### src/rtl/prefetch_pkg.sv
// Shared types and default sizing for the stream prefetch buffer.
// The FSM state encoding lives here so the top and the bench agree on it.
package prefetch_pkg;

  typedef enum logic [1:0] {
    S_IDLE,
    S_DEMAND,
    S_READY,
    S_PREFETCH
  } state_e;

  localparam int DefAddrW = 28;
  localparam int DefDataW = 128;
  localparam int DefDepth = 4;
  localparam int DefCntW  = 16;

endpackage

### src/rtl/prefetch_ring.sv
// Ring of prefetched lines: DEPTH x DATA_W storage with read/write pointers and an occupancy count.
// Push, pop and flush never coincide in normal use; flush wins if they ever do.
module prefetch_ring
  import prefetch_pkg::*;
#(
  parameter int DATA_W = DefDataW,
  parameter int DEPTH  = DefDepth,
  localparam int PtrW  = $clog2(DEPTH),
  localparam int CntW  = PtrW + 1
) (
  input  logic              clk,
  input  logic              rst,
  input  logic              push_i,
  input  logic [DATA_W-1:0] push_data_i,
  input  logic              pop_i,
  input  logic              flush_i,
  output logic [DATA_W-1:0] head_data_o,
  output logic [CntW-1:0]   count_o
);

  logic [DATA_W-1:0] ring_q [DEPTH];
  logic [PtrW-1:0]   rdPtr_q, rdPtr_d;
  logic [PtrW-1:0]   wrPtr_q, wrPtr_d;
  logic [CntW-1:0]   count_q, count_d;

  // Flush discards all entries by snapping the read pointer onto the write pointer.
  always_comb begin
    rdPtr_d = rdPtr_q;
    wrPtr_d = wrPtr_q;
    count_d = count_q;
    if (flush_i) begin
      rdPtr_d = wrPtr_q;
      count_d = '0;
    end else begin
      if (push_i) wrPtr_d = wrPtr_q + PtrW'(1);
      if (pop_i)  rdPtr_d = rdPtr_q + PtrW'(1);
      if (push_i && !pop_i)      count_d = count_q + CntW'(1);
      else if (pop_i && !push_i) count_d = count_q - CntW'(1);
    end
  end

  always_ff @(posedge clk) begin
    if (rst) begin
      rdPtr_q <= '0;
      wrPtr_q <= '0;
      count_q <= '0;
    end else begin
      rdPtr_q <= rdPtr_d;
      wrPtr_q <= wrPtr_d;
      count_q <= count_d;
    end
  end

  always_ff @(posedge clk) begin
    if (push_i && !flush_i) ring_q[wrPtr_q] <= push_data_i;
  end

  assign head_data_o = ring_q[rdPtr_q];
  assign count_o     = count_q;

endmodule

### src/rtl/stream_prefetch_buffer.sv
// Sequential-stream prefetcher between the L1 miss port and main memory.
// Head hits are served combinationally; the tail is refilled while the cache is quiet.
module stream_prefetch_buffer
  import prefetch_pkg::*;
#(
  parameter int ADDR_W = DefAddrW,
  parameter int DATA_W = DefDataW,
  parameter int DEPTH  = DefDepth,
  parameter int CNT_W  = DefCntW
) (
  input  logic              clk,
  input  logic              rst,
  input  logic              cache_mem_read,
  input  logic [ADDR_W-1:0] cache_mem_addr,
  output logic [DATA_W-1:0] cache_mem_rdata,
  output logic              cache_mem_ready,
  output logic              mem_read,
  output logic [ADDR_W-1:0] mem_addr,
  input  logic              mem_ready,
  input  logic [DATA_W-1:0] mem_rdata,
  input  logic              pf_en,
  output logic [CNT_W-1:0]  hit_cnt,
  output logic [CNT_W-1:0]  miss_cnt
);

  localparam int CntRW = $clog2(DEPTH) + 1;

  state_e            state_q;
  logic              memRead_q;
  logic [ADDR_W-1:0] memAddr_q;
  logic [DATA_W-1:0] data_q;
  logic [ADDR_W-1:0] headAddr_q;
  logic              pfActive_q;
  logic [CNT_W-1:0]  hitCnt_q;
  logic [CNT_W-1:0]  missCnt_q;

  logic [DATA_W-1:0] headData;
  logic [CntRW-1:0]  ringCount;
  logic              hit, miss, issue, push;

  // A match on any entry other than the head counts as a miss and flushes the stream.
  assign hit   = (state_q == S_IDLE) && cache_mem_read && (ringCount != '0)
                 && (cache_mem_addr == headAddr_q);
  assign miss  = (state_q == S_IDLE) && cache_mem_read && !hit;
  assign issue = (state_q == S_IDLE) && !cache_mem_read && pf_en && pfActive_q
                 && (ringCount < CntRW'(DEPTH));
  assign push  = (state_q == S_PREFETCH) && mem_ready;

  prefetch_ring #(
    .DATA_W (DATA_W),
    .DEPTH  (DEPTH)
  ) u_ring (
    .clk         (clk),
    .rst         (rst),
    .push_i      (push),
    .push_data_i (mem_rdata),
    .pop_i       (hit),
    .flush_i     (miss),
    .head_data_o (headData),
    .count_o     (ringCount)
  );

  always_ff @(posedge clk) begin
    if (rst) begin
      state_q    <= S_IDLE;
      memRead_q  <= 1'b0;
      memAddr_q  <= '0;
      data_q     <= '0;
      headAddr_q <= '0;
      pfActive_q <= 1'b0;
      hitCnt_q   <= '0;
      missCnt_q  <= '0;
    end else begin
      case (state_q)
        S_IDLE: begin
          if (hit) begin
            headAddr_q <= headAddr_q + ADDR_W'(1);
            if (hitCnt_q != '1) hitCnt_q <= hitCnt_q + CNT_W'(1);
          end else if (miss) begin
            headAddr_q <= cache_mem_addr + ADDR_W'(1);
            pfActive_q <= 1'b1;
            if (missCnt_q != '1) missCnt_q <= missCnt_q + CNT_W'(1);
            memAddr_q  <= cache_mem_addr;
            memRead_q  <= 1'b1;
            state_q    <= S_DEMAND;
          end else if (issue) begin
            memAddr_q <= headAddr_q + ADDR_W'(ringCount);
            memRead_q <= 1'b1;
            state_q   <= S_PREFETCH;
          end
        end
        S_DEMAND: begin
          if (mem_ready) begin
            data_q    <= mem_rdata;
            memRead_q <= 1'b0;
            state_q   <= S_READY;
          end
        end
        S_READY: state_q <= S_IDLE;
        S_PREFETCH: begin
          if (mem_ready) begin
            memRead_q <= 1'b0;
            state_q   <= S_IDLE;
          end
        end
        default: state_q <= S_IDLE;
      endcase
    end
  end

  assign cache_mem_ready = hit || (state_q == S_READY);
  assign cache_mem_rdata = hit ? headData : ((state_q == S_READY) ? data_q : '0);
  assign mem_read        = memRead_q;
  assign mem_addr        = memAddr_q;
  assign hit_cnt         = hitCnt_q;
  assign miss_cnt        = missCnt_q;

endmodule

### config.mk
export PLATFORM = sky130hd
export DESIGN_NAME = stream_prefetch_buffer
export DESIGN_NICKNAME = d
export VERILOG_FILES = /design/src/rtl/prefetch_pkg.sv /design/src/rtl/prefetch_ring.sv /design/src/rtl/stream_prefetch_buffer.sv
export SDC_FILE = /design/constraint.sdc
export NUM_CORES = 1
export LEC_CHECK = 0
export CORE_UTILIZATION = 45
export DETAILED_ROUTE_END_ITERATION = 7
export GPL_TIMING_DRIVEN = 0
export PLACE_DENSITY = 0.77
export SYNTH_ARGS = -nofsm -noshare
export SYNTH_HDL_FRONTEND = slang
export SYNTH_SLANG_ARGS = --single-unit
### constraint.sdc
create_clock -name clk -period 6.3 [get_ports clk]
set_clock_uncertainty 0.05 [all_clocks]
set_input_delay 1.26 -clock clk [delete_from_list [all_inputs] [get_ports clk]]
set_output_delay 1.26 -clock clk [all_outputs]
set_load 0.01 [all_outputs]
==> qor.yml, run 1 <==
status: "finished clean"
crit_required_ps: 4990
setup_viol: 0
drcViolationCount: 0
relSlewSlack_pct: 10.07
nets: 2719
htreeDepth: 3
p_clk_share_pct: 43.1
ys_seq_area_share_pct: 67.03
overflow: 0
synthesis.area_um2: 29780
syn_to_final_growth_pct: 25.17
syn_avg_cell_area_um2: 14.13
setup-tns-final_ps: 0
fin_crit_sh_pct: 96.89
synth_top_area_share_pct: 51.63
routed_wl_um: 81370
max_freq_ghz: 0.1638
synth_fp_nets: 2282
holdPathEnd: "data_q[33]$_SDFFE_PP0P_"
numClockSinks: 741
slowest_stage: "clkdlybuf4s50_1"
num_vias: 19980
pre_cts_slack_ps: -355.9
ir_drop_mv: 0.2237
drt-wirelength-per-cell_um: 23.45
firstDrtPassIters: 6
holdCritStartpoint: "data_q[33]$_SDFFE_PP0P_"
synth_cells: 2108
crit_type: "input pin to output port"
synth_edf_count: 512
clk_latency_ps: 630
hold_depth: 2
drive_above_1_share_pct: 11.30
die_w_um: 259.2
grt_max_degree: 55
worstMarginPinSlew_ps: 1337
drtIter0Drc: 1607
yosys-top-cells-area: "edfxtp_1 (52%), dfxtp_1 (15%), mux4_2 (9.7%)"
yosysMostFrequentCell: "edfxtp_1"
grt_first_pass_wirelength_um: 122600
rsz0062_at_grt: "no"
path_clk_slew_ps: 60
viasPerCell: 5.759
cts-root-buf: "clkbuf_16"
crit_path_end_kind: "output port"
ys_seq_elements: 741
ys.flop_type: "edfxtp_1"
r2r_slack_ps: 2890
p_seq_share_pct: 49.6
ant_nets: 0
grt_pass1_vias: 20380
cp_cell_sequence: "clkdlybuf4s50_1, or3b_1, buf_2, nor4_2, nand4_1, nor2_4, buf_4, buf_2, a22o_1, clkdlybuf4s50_1"
placed_area_um2: 34570
num_rows: 93
port_buffers: 346
fp.coreArea_um2: 64930
r2r_start: "u_ring.count_o[0]$_SDFFE_PP0P_"
maxSlewViolCount: 0
dpl.hpwl_um: 53870
p_switching_mw: 2.497
synth_top_cell_by_area: "edfxtp_1"
async_flop_share_pct: 0
synth_cell_types: 54
numCtsBuffers: 78
setup_ws_ps: 195.7
p_leak_nw: 11.81
cp_max_fo: 10
power.internal_mw: 8.343
holdCritPathClass: "flip-flop to flip-flop"
finalCriticalPeriod_ps: 6104
grt_use_total_pct: 24.10
clk_path_buf_depth: 3
fp.dieH_um: 259.2
startpoint_type: "input pin"
p_sw_share_pct: 23.03
initial_core_util_pct: 45.86
hold_violations: 0
ios: 351
antenna_found_initial: 9
crit_arrival_ps: 4790
drv_cap: 0
cp_slowest_stage_delay_ps: 580
power_frac_comb_pct: 7.3
reg2reg_depth: 9
rr_endpoint: "mem_addr[10]$_SDFFE_PP0P_"
finalInstanceArea_um2: 37270
gp_congestion: 0.9293
cts_tree: "yes"
cts_hold_buf: 0
cellPowerDensity_nw_per_um2: 290.8
die-area_um2: 67200
netlist_top_cells_count: "edfxtp_1 (512), nand2_1 (321), dfxtp_1 (229)"
ys_warn_count: 0
## worst max-delay path, delay by kind of cell
kind	cells	cell delay (ps)
compound gates	1	230
buf+inv	5	2010
simple gates	4	1280
## area by class of cell
type,count,area [um2]
fillers,5099,27660
flip-flops and latches,741,19960
multi-input cells,1199,9181
repair buffers,357,3739
clock buffers,111,2240
well taps,855,1070
plain buffers,152,601.8
clock inverters,35,410.4
inverters,16,60.06
diodes,4,10.01
## cell usage in the layout (no fill, tap or decap), types with 5 or more instances in the layout
cell type	instances
a211o_1	7
a211oi_1	23
a21oi_1	178
a22o_1	128
and3_1	19
and4_1	12
buf_1	7
buf_16	9
buf_2	11
buf_4	5
bufinv_16	5
clkbuf_1	148
clkbuf_16	81
clkbuf_8	10
clkdlybuf4s50_1	346
clkinv_1	5
clkinv_2	15
dfxtp_1	229
edfxtp_1	512
ha_1	11
inv_1	15
mux2_1	7
mux4_2	128
nand2_1	321
nand3_1	38
nand4_1	20
nor2_1	65
nor2b_1	11
nor3_1	11
nor4_1	7
o211ai_1	10
o21ai_0	30
o31ai_1	11
or3_1	16
or4_1	9
xnor2_1	43
xor2_1	40
## registers in the layout, indices dropped and copies added (netlist names), named ones only
| signal | flops |
|---|---|
| u_ring.ring_q | 512 |
| data_q | 128 |
| headAddr_q | 28 |
| mem_addr | 28 |
| hit_cnt | 16 |
| miss_cnt | 16 |
| u_ring.count_o | 3 |
| state_q | 2 |
| u_ring.rdPtr_q | 2 |
| u_ring.wrPtr_q | 2 |
| mem_read | 1 |
| pfActive_q | 1 |
## logic make-up after synthesis
kind of cell	share of synthesized area [%]
flops	67.03
simple gates	8.417
compound gates	9.261
buf+inv	2.206
mux	10.05
xor+xnor	2.441
fa+ha+maj	0.5967
## power by group through the flow
stage / clock, mW / sequential (mW) / combinational, mW
3_5_place_dp: 0 / 5.48 / 0.779
4_1_cts: 4.74 / 5.38 / 0.785
5_1_grt: 4.91 / 5.39 / 0.849
6_report: 4.67 / 5.38 / 0.787
2_1_floorplan: 0 / 5.47 / 0.374
3_3_place_gp: 0 / 5.48 / 0.756
## stage by stage
stage | cells | utilization [%] | hold slack (ps) | total power [mW]
6_report | 3470 | 57.40 | 406.4 | 10.84
4_1_cts | 3464 | 57.34 | 404.7 | 10.90
5_1_grt | 3467 | 57.39 | 418.3 | 11.15
2_1_floorplan | 2108 | - | 386.0 | 5.849
3_3_place_gp | 3309 | 52.84 | 390.9 | 6.234
3_5_place_dp | 3318 | 53.24 | 396.8 | 6.259
## worst max-delay path by stage
stage / start / endpoint / cells past startpoint
finish: cache_mem_read / cache_mem_rdata[103] / 10
global route: cache_mem_read / cache_mem_rdata[30] / 10
CTS: cache_mem_addr[21] / cache_mem_rdata[103] / 9
detailed placement: cache_mem_addr[17] / cache_mem_rdata[123] / 9
global placement: mem_ready / u_ring.ring_q[1][93]$_DFFE_PP_ / 4
floorplan: mem_ready / u_ring.ring_q[1][0]$_DFFE_PP_ / 3
## metal layers
metal,up-vias,track usage [%],part of all wire (%)
li1,8914,-,-
met1,10090,31.28,40
met2,818,40.29,50
met3,145,5.077,7.7
met4,12,8.137,2.6
met5,-,0,0.10
## timing repair
action                     4_1_cts  5_1_grt
resized for setup                5        0
setup endpoints to repair      119        1
buffers inserted                 0        2
pin swaps                        0        1
(Power assumes the default switching activity.)
==> inputs of run 2 (changes only) <==
CORE_MARGIN = 2   (was default)
==> run 2 against run 1 <==
- global-route usage decreased by 0.48 points
- combinational power about the same
- non-clock buffer count decreased by 1
- maximum frequency increased by 0.44%
- flip-flop and latch count unchanged
- sequential share of layout area about the same
- clock power about the same
- sequential power about the same
- core utilization decreased by 0.64 points
- critical path depth unchanged
- via count increased by 0.57%
==> qor.yml, run 2 (synthesized netlist as in run 1, its figures left out) <==
fin_hold_ws_ps: 405.3
viasPerCell: 5.776
die_w_um: 261.2
cp_slowest_stage_delay_ps: 570
ios: 351
num_rows: 94
status: "finished clean"
grt_max_degree: 49
grt_use_total_pct: 23.62
layout_commonest_cell: "edfxtp_1"
fin_crit_sh_pct: 96.47
syn_to_final_growth_pct: 25.10
finalCriticalPeriod_ps: 6078
most-common-layout-cells: "edfxtp_1 (512), clkdlybuf4s50_1 (346), nand2_1 (321), dfxtp_1 (229), a21oi_1 (178)"
maxSlewViolCount: 0
cp_top_family: "buffers and inverters"
n_fill_cell: 5104
largest_reg_flops: 512
crit_type: "input pin to output port"
cts-root-buf: "clkbuf_16"
startpoint_type: "input pin"
relSlewSlack_pct: 9.720
worstMarginPinSlew_ps: 1343
ant_nets: 0
max_freq_ghz: 0.1645
setup_ws_ps: 222.3
grt_pass1_vias: 20150
fp.coreArea_um2: 65630
gp_congestion: 0.9041
placed_area_um2: 34550
drt-wirelength-per-cell_um: 23.58
drive_above_1_share_pct: 11.38
num_vias: 20100
nets: 2718
fp.dieH_um: 261.2
setup-tns-final_ps: 0
port_buffers: 346
final_core_utilization_pct: 56.76
holdCritPathClass: "flip-flop to flip-flop"
drtIter0Drc: 1856
clk_path_buf_depth: 3
htreeDepth: 3
drv_cap: 0
grt_first_pass_wirelength_um: 121000
drcViolationCount: 0
cts_hold_buf: 0
die-area_um2: 68240
firstDrtPassIters: 6
pre_cts_slack_ps: -391.1
cts_tree: "yes"
numCtsBuffers: 78
overflow: 0
cp_max_fo: 10
crit_required_ps: 4990
cp_cell_sequence: "clkdlybuf4s50_1, or3b_1, buf_2, nor4_2, nand4_1, nor2_4, buf_4, buf_2, a22o_1, clkdlybuf4s50_1"
crit_path_end_kind: "output port"
finalInstanceArea_um2: 37250
slowest_stage: "clkdlybuf4s50_1"
crit_arrival_ps: 4770
critPathBufInv: 5
cellPowerDensity_nw_per_um2: 291.7
routed_wl_um: 82030
p_leak_nw: 11.79
antenna_found_initial: 15
regMostFlops: "u_ring.ring_q"
ir_drop_mv: 0.2312
rsz0062_at_grt: "no"
numClockSinks: 741
hold_violations: 0
initial_core_util_pct: 45.37
path_clk_slew_ps: 60
dpl.hpwl_um: 54160
top_regs: "u_ring.ring_q x512, data_q x128"
clk_latency_ps: 630
setup_viol: 0
[run 2: cell types whose count changed in the layout (fill, tap and decap cells not counted), moves of 2 or more]
cell | previous run | this run
clkinv_1 | 5 | 2
clkinv_16 | 2 | 0
clkinv_8 | 2 | 4
clkinvlp_4 | 3 | 5
inv_6 | 0 | 2
[run 2: tightest hold or removal path: cells and delay by family (launching register included)]
family | cells | cell delay (ps)
flops | 1 | 310
simple gates | 1 | 50
compound gates | 1 | 50
[run 2: area by class of cell]
type                       count  area [um2]  area share [%]
buffer                       152       601.8           1.616
timing repair buffer         356        3711           9.962
inverter                      16       60.06          0.1612
sequential                   741       19960           53.58
clock buffer                 110        2226           5.975
tap                          864        1081           2.902
clock inverter                36       417.9           1.122
antenna                        5       12.51         0.03359
multi-input combinational   1199        9181           24.65
[run 2: timing repair]
action,CTS,global route
pin swaps,0,1
buffers inserted,0,2
endpoints found under the setup margin,110,77
gates resized for setup,4,2
[run 2: power breakdown]
part	leakage, nW	internal [mW]	total (mW)	switching (mW)
clock	1.29	2.74	4.70	1.95
combinational	4.04	0.318	0.789	0.471
sequential	6.47	5.30	5.38	0.0748
[run 2: routing by layer]
metal | share of wire [%] | global-route usage (%) | vias to the layer above
met5 | 0.17 | 0 | -
met4 | 2.6 | 7.560 | 22
met3 | 8.1 | 5.768 | 162
met2 | 49 | 39.07 | 840
met1 | 40 | 30.82 | 10160
li1 | - | - | 8913
[run 2: through the flow]
stage	std cells	total power, mW
final	3479	10.87
after global routing	3477	11.20
after CTS	3472	10.94
after detailed placement	3326	6.261
after global placement	3318	6.239
after floorplan	2108	5.849
[run 2: path summary, 6_finish.rpt]
path	slack, ps	cells past startpoint	endpoint	startpoint
worst max-delay path	220	10	cache_mem_rdata[78]	cache_mem_read
worst min-delay path	410	2	data_q[113]$_SDFFE_PP0P_	data_q[113]$_SDFFE_PP0P_
worst max register to register	2910	8	miss_cnt[7]$_SDFFE_PP0P_	headAddr_q[21]$_SDFFE_PP0P_
worst min register to register	410	2	data_q[113]$_SDFFE_PP0P_	data_q[113]$_SDFFE_PP0P_
==> inputs of run 3 (changes only) <==
CORE_UTILIZATION = 50   (was 45)
PLACE_DENSITY = 0.84   (was 0.77)
==> run 3 against run 2 <==
- maximum frequency shrank 0.46%
- global-route usage grew 3.1 points
- combinational power rose by 1%
- core utilization is 6.4 points higher
- via count up 1.2%
- design area decreased by 0.19%
==> qor.yml, run 3 (synthesized netlist as in run 1, its figures left out) <==
status: "finished clean"
die_w_um: 248.0
grt_max_degree: 40
critPathBufInv: 5
numCtsBuffers: 78
setup_viol: 0
path_clk_slew_ps: 60
cts-root-buf: "clkbuf_16"
drive_above_1_share_pct: 11.44
cts_tree: "yes"
placed_area_um2: 34520
nets: 2724
relSlewSlack_pct: 13.85
worstMarginPinSlew_ps: 1282
syn_to_final_growth_pct: 24.86
holdCritStartpoint: "data_q[45]$_SDFFE_PP0P_"
critPathLaunch: "cache_mem_addr[21]"
hold_violations: 0
finalCriticalPeriod_ps: 6106
layout_commonest_cell: "edfxtp_1"
crit_type: "input pin to output port"
holdCritPathClass: "flip-flop to flip-flop"
grt_pass1_vias: 20330
clk_path_buf_depth: 3
n_fill_cell: 4092
power.internal_mw: 8.367
fin_crit_sh_pct: 96.92
gp_congestion: 0.9508
dpl.hpwl_um: 54940
antenna_found_initial: 13
most-common-layout-cells: "edfxtp_1 (512), clkdlybuf4s50_1 (346), nand2_1 (321), dfxtp_1 (229), a21oi_1 (178)"
p_seq_share_pct: 49.7
ios: 351
cp_slowest_stage_delay_ps: 700
fp.coreArea_um2: 58910
power_frac_comb_pct: 7.4
p_leak_nw: 11.81
crit_path_end_kind: "output port"
num_rows: 89
setup-tns-final_ps: 0
grt_use_total_pct: 26.71
p_clk_share_pct: 42.9
startpoint_type: "input pin"
drt-wirelength-per-cell_um: 24.46
rsz0062_at_grt: "no"
drv_cap: 0
port_buffers: 346
cts_hold_buf: 0
firstDrtPassIters: 7
routed_wl_um: 83030
regMostFlops: "u_ring.ring_q"
p_switching_mw: 2.445
slowest_stage: "or4_1"
cp_cell_sequence: "clkdlybuf4s50_1, xnor2_1, nand4_1, or4_1, nor2_4, buf_12, buf_4, clkbuf_1, a22o_1, clkdlybuf4s50_1"
num_vias: 20330
largest_reg_flops: 512
p_sw_share_pct: 22.61
r2r_start: "headAddr_q[21]$_SDFFE_PP0P_"
crit_required_ps: 4990
cp_top_family: "buffers and inverters"
htreeDepth: 3
viasPerCell: 5.989
cellPowerDensity_nw_per_um2: 290.8
drcViolationCount: 0
grt_first_pass_wirelength_um: 123100
cpMostUsedCell: "clkdlybuf4s50_1"
pre_cts_slack_ps: -362.9
maxSlewViolCount: 0
setup_ws_ps: 194.1
fin_hold_ws_ps: 402.7
clk_latency_ps: 610
overflow: 0
ir_drop_mv: 0.2352
fp.dieH_um: 248.0
finalInstanceArea_um2: 37180
cp_max_fo: 10
ant_nets: 0
max_freq_ghz: 0.1638
initial_core_util_pct: 50.55
crit_arrival_ps: 4800
drtIter0Drc: 2208
top_regs: "u_ring.ring_q x512, data_q x128"
numClockSinks: 741
die-area_um2: 61520
## run 3: cell types whose count changed in the layout (fill, tap and decap cells not counted), sizes merged
cell      previous run  this run
clkinvlp             5         3
bufinv               6         8
clkbuf             240       235
diode                5         8
inv                 20        19
buf                 32        38
clkinv              21        25
## run 3: worst min-delay path, stage by stage (launching register included)
cell and delay, ps:
dfxtp_1 310, nand2_1 50, a21oi_1 50
## run 3: per-layer routing
layer / GRT usage (%) / vias to the layer above / part of all wire [%]
met1: 34.54 / 10150 / 38
li1: - / 8945 / -
met4: 9.211 / 8 / 2.5
met5: 0 / - / 0.070
met3: 6.486 / 159 / 9.8
met2: 44.28 / 1068 / 50
## run 3: final cells by class
type	instances	area, um2	area share (%)
diodes	8	20.02	0.05385
plain buffers	152	601.8	1.619
clock buffers	105	2156	5.799
clock inverters	39	435.4	1.171
inverters	16	60.06	0.1615
multi-input cells	1199	9188	24.71
flip-flops and latches	741	19960	53.68
well taps	773	967.2	2.601
repair buffers	362	3791	10.20
## run 3: repair_timing
item	in CTS	in global routing
cloned	0	0
resized for setup	5	0
setup endpoints to repair	102	14
pin swaps	1	1
setup buffers	0	3
## run 3: worst paths after layout
path | endpoint | slack, ps | cells past startpoint
min reg2reg | data_q[45]$_SDFFE_PP0P_ | 400 | 2
max reg2reg | miss_cnt[7]$_SDFFE_PP0P_ | 2890 | 8
min | data_q[45]$_SDFFE_PP0P_ | 400 | 2
max | cache_mem_rdata[23] | 190 | 10
## run 3: metrics by stage
step,util [%],instances,power [mW]
4_1_cts,63.02,3384,10.86
2_1_floorplan,-,2108,5.849
6_report,63.11,3395,10.81
5_1_grt,63.09,3390,11.12
3_3_place_gp,58.07,3227,6.233
3_5_place_dp,58.59,3240,6.259
## run 3: power by group through the flow
stage	clock (mW)	sequential [mW]	combinational (mW)
after floorplan	0	5.47	0.374
after global placement	0	5.48	0.756
after detailed placement	0	5.48	0.779
after CTS	4.69	5.38	0.789
after global routing	4.88	5.39	0.854
final	4.64	5.38	0.797
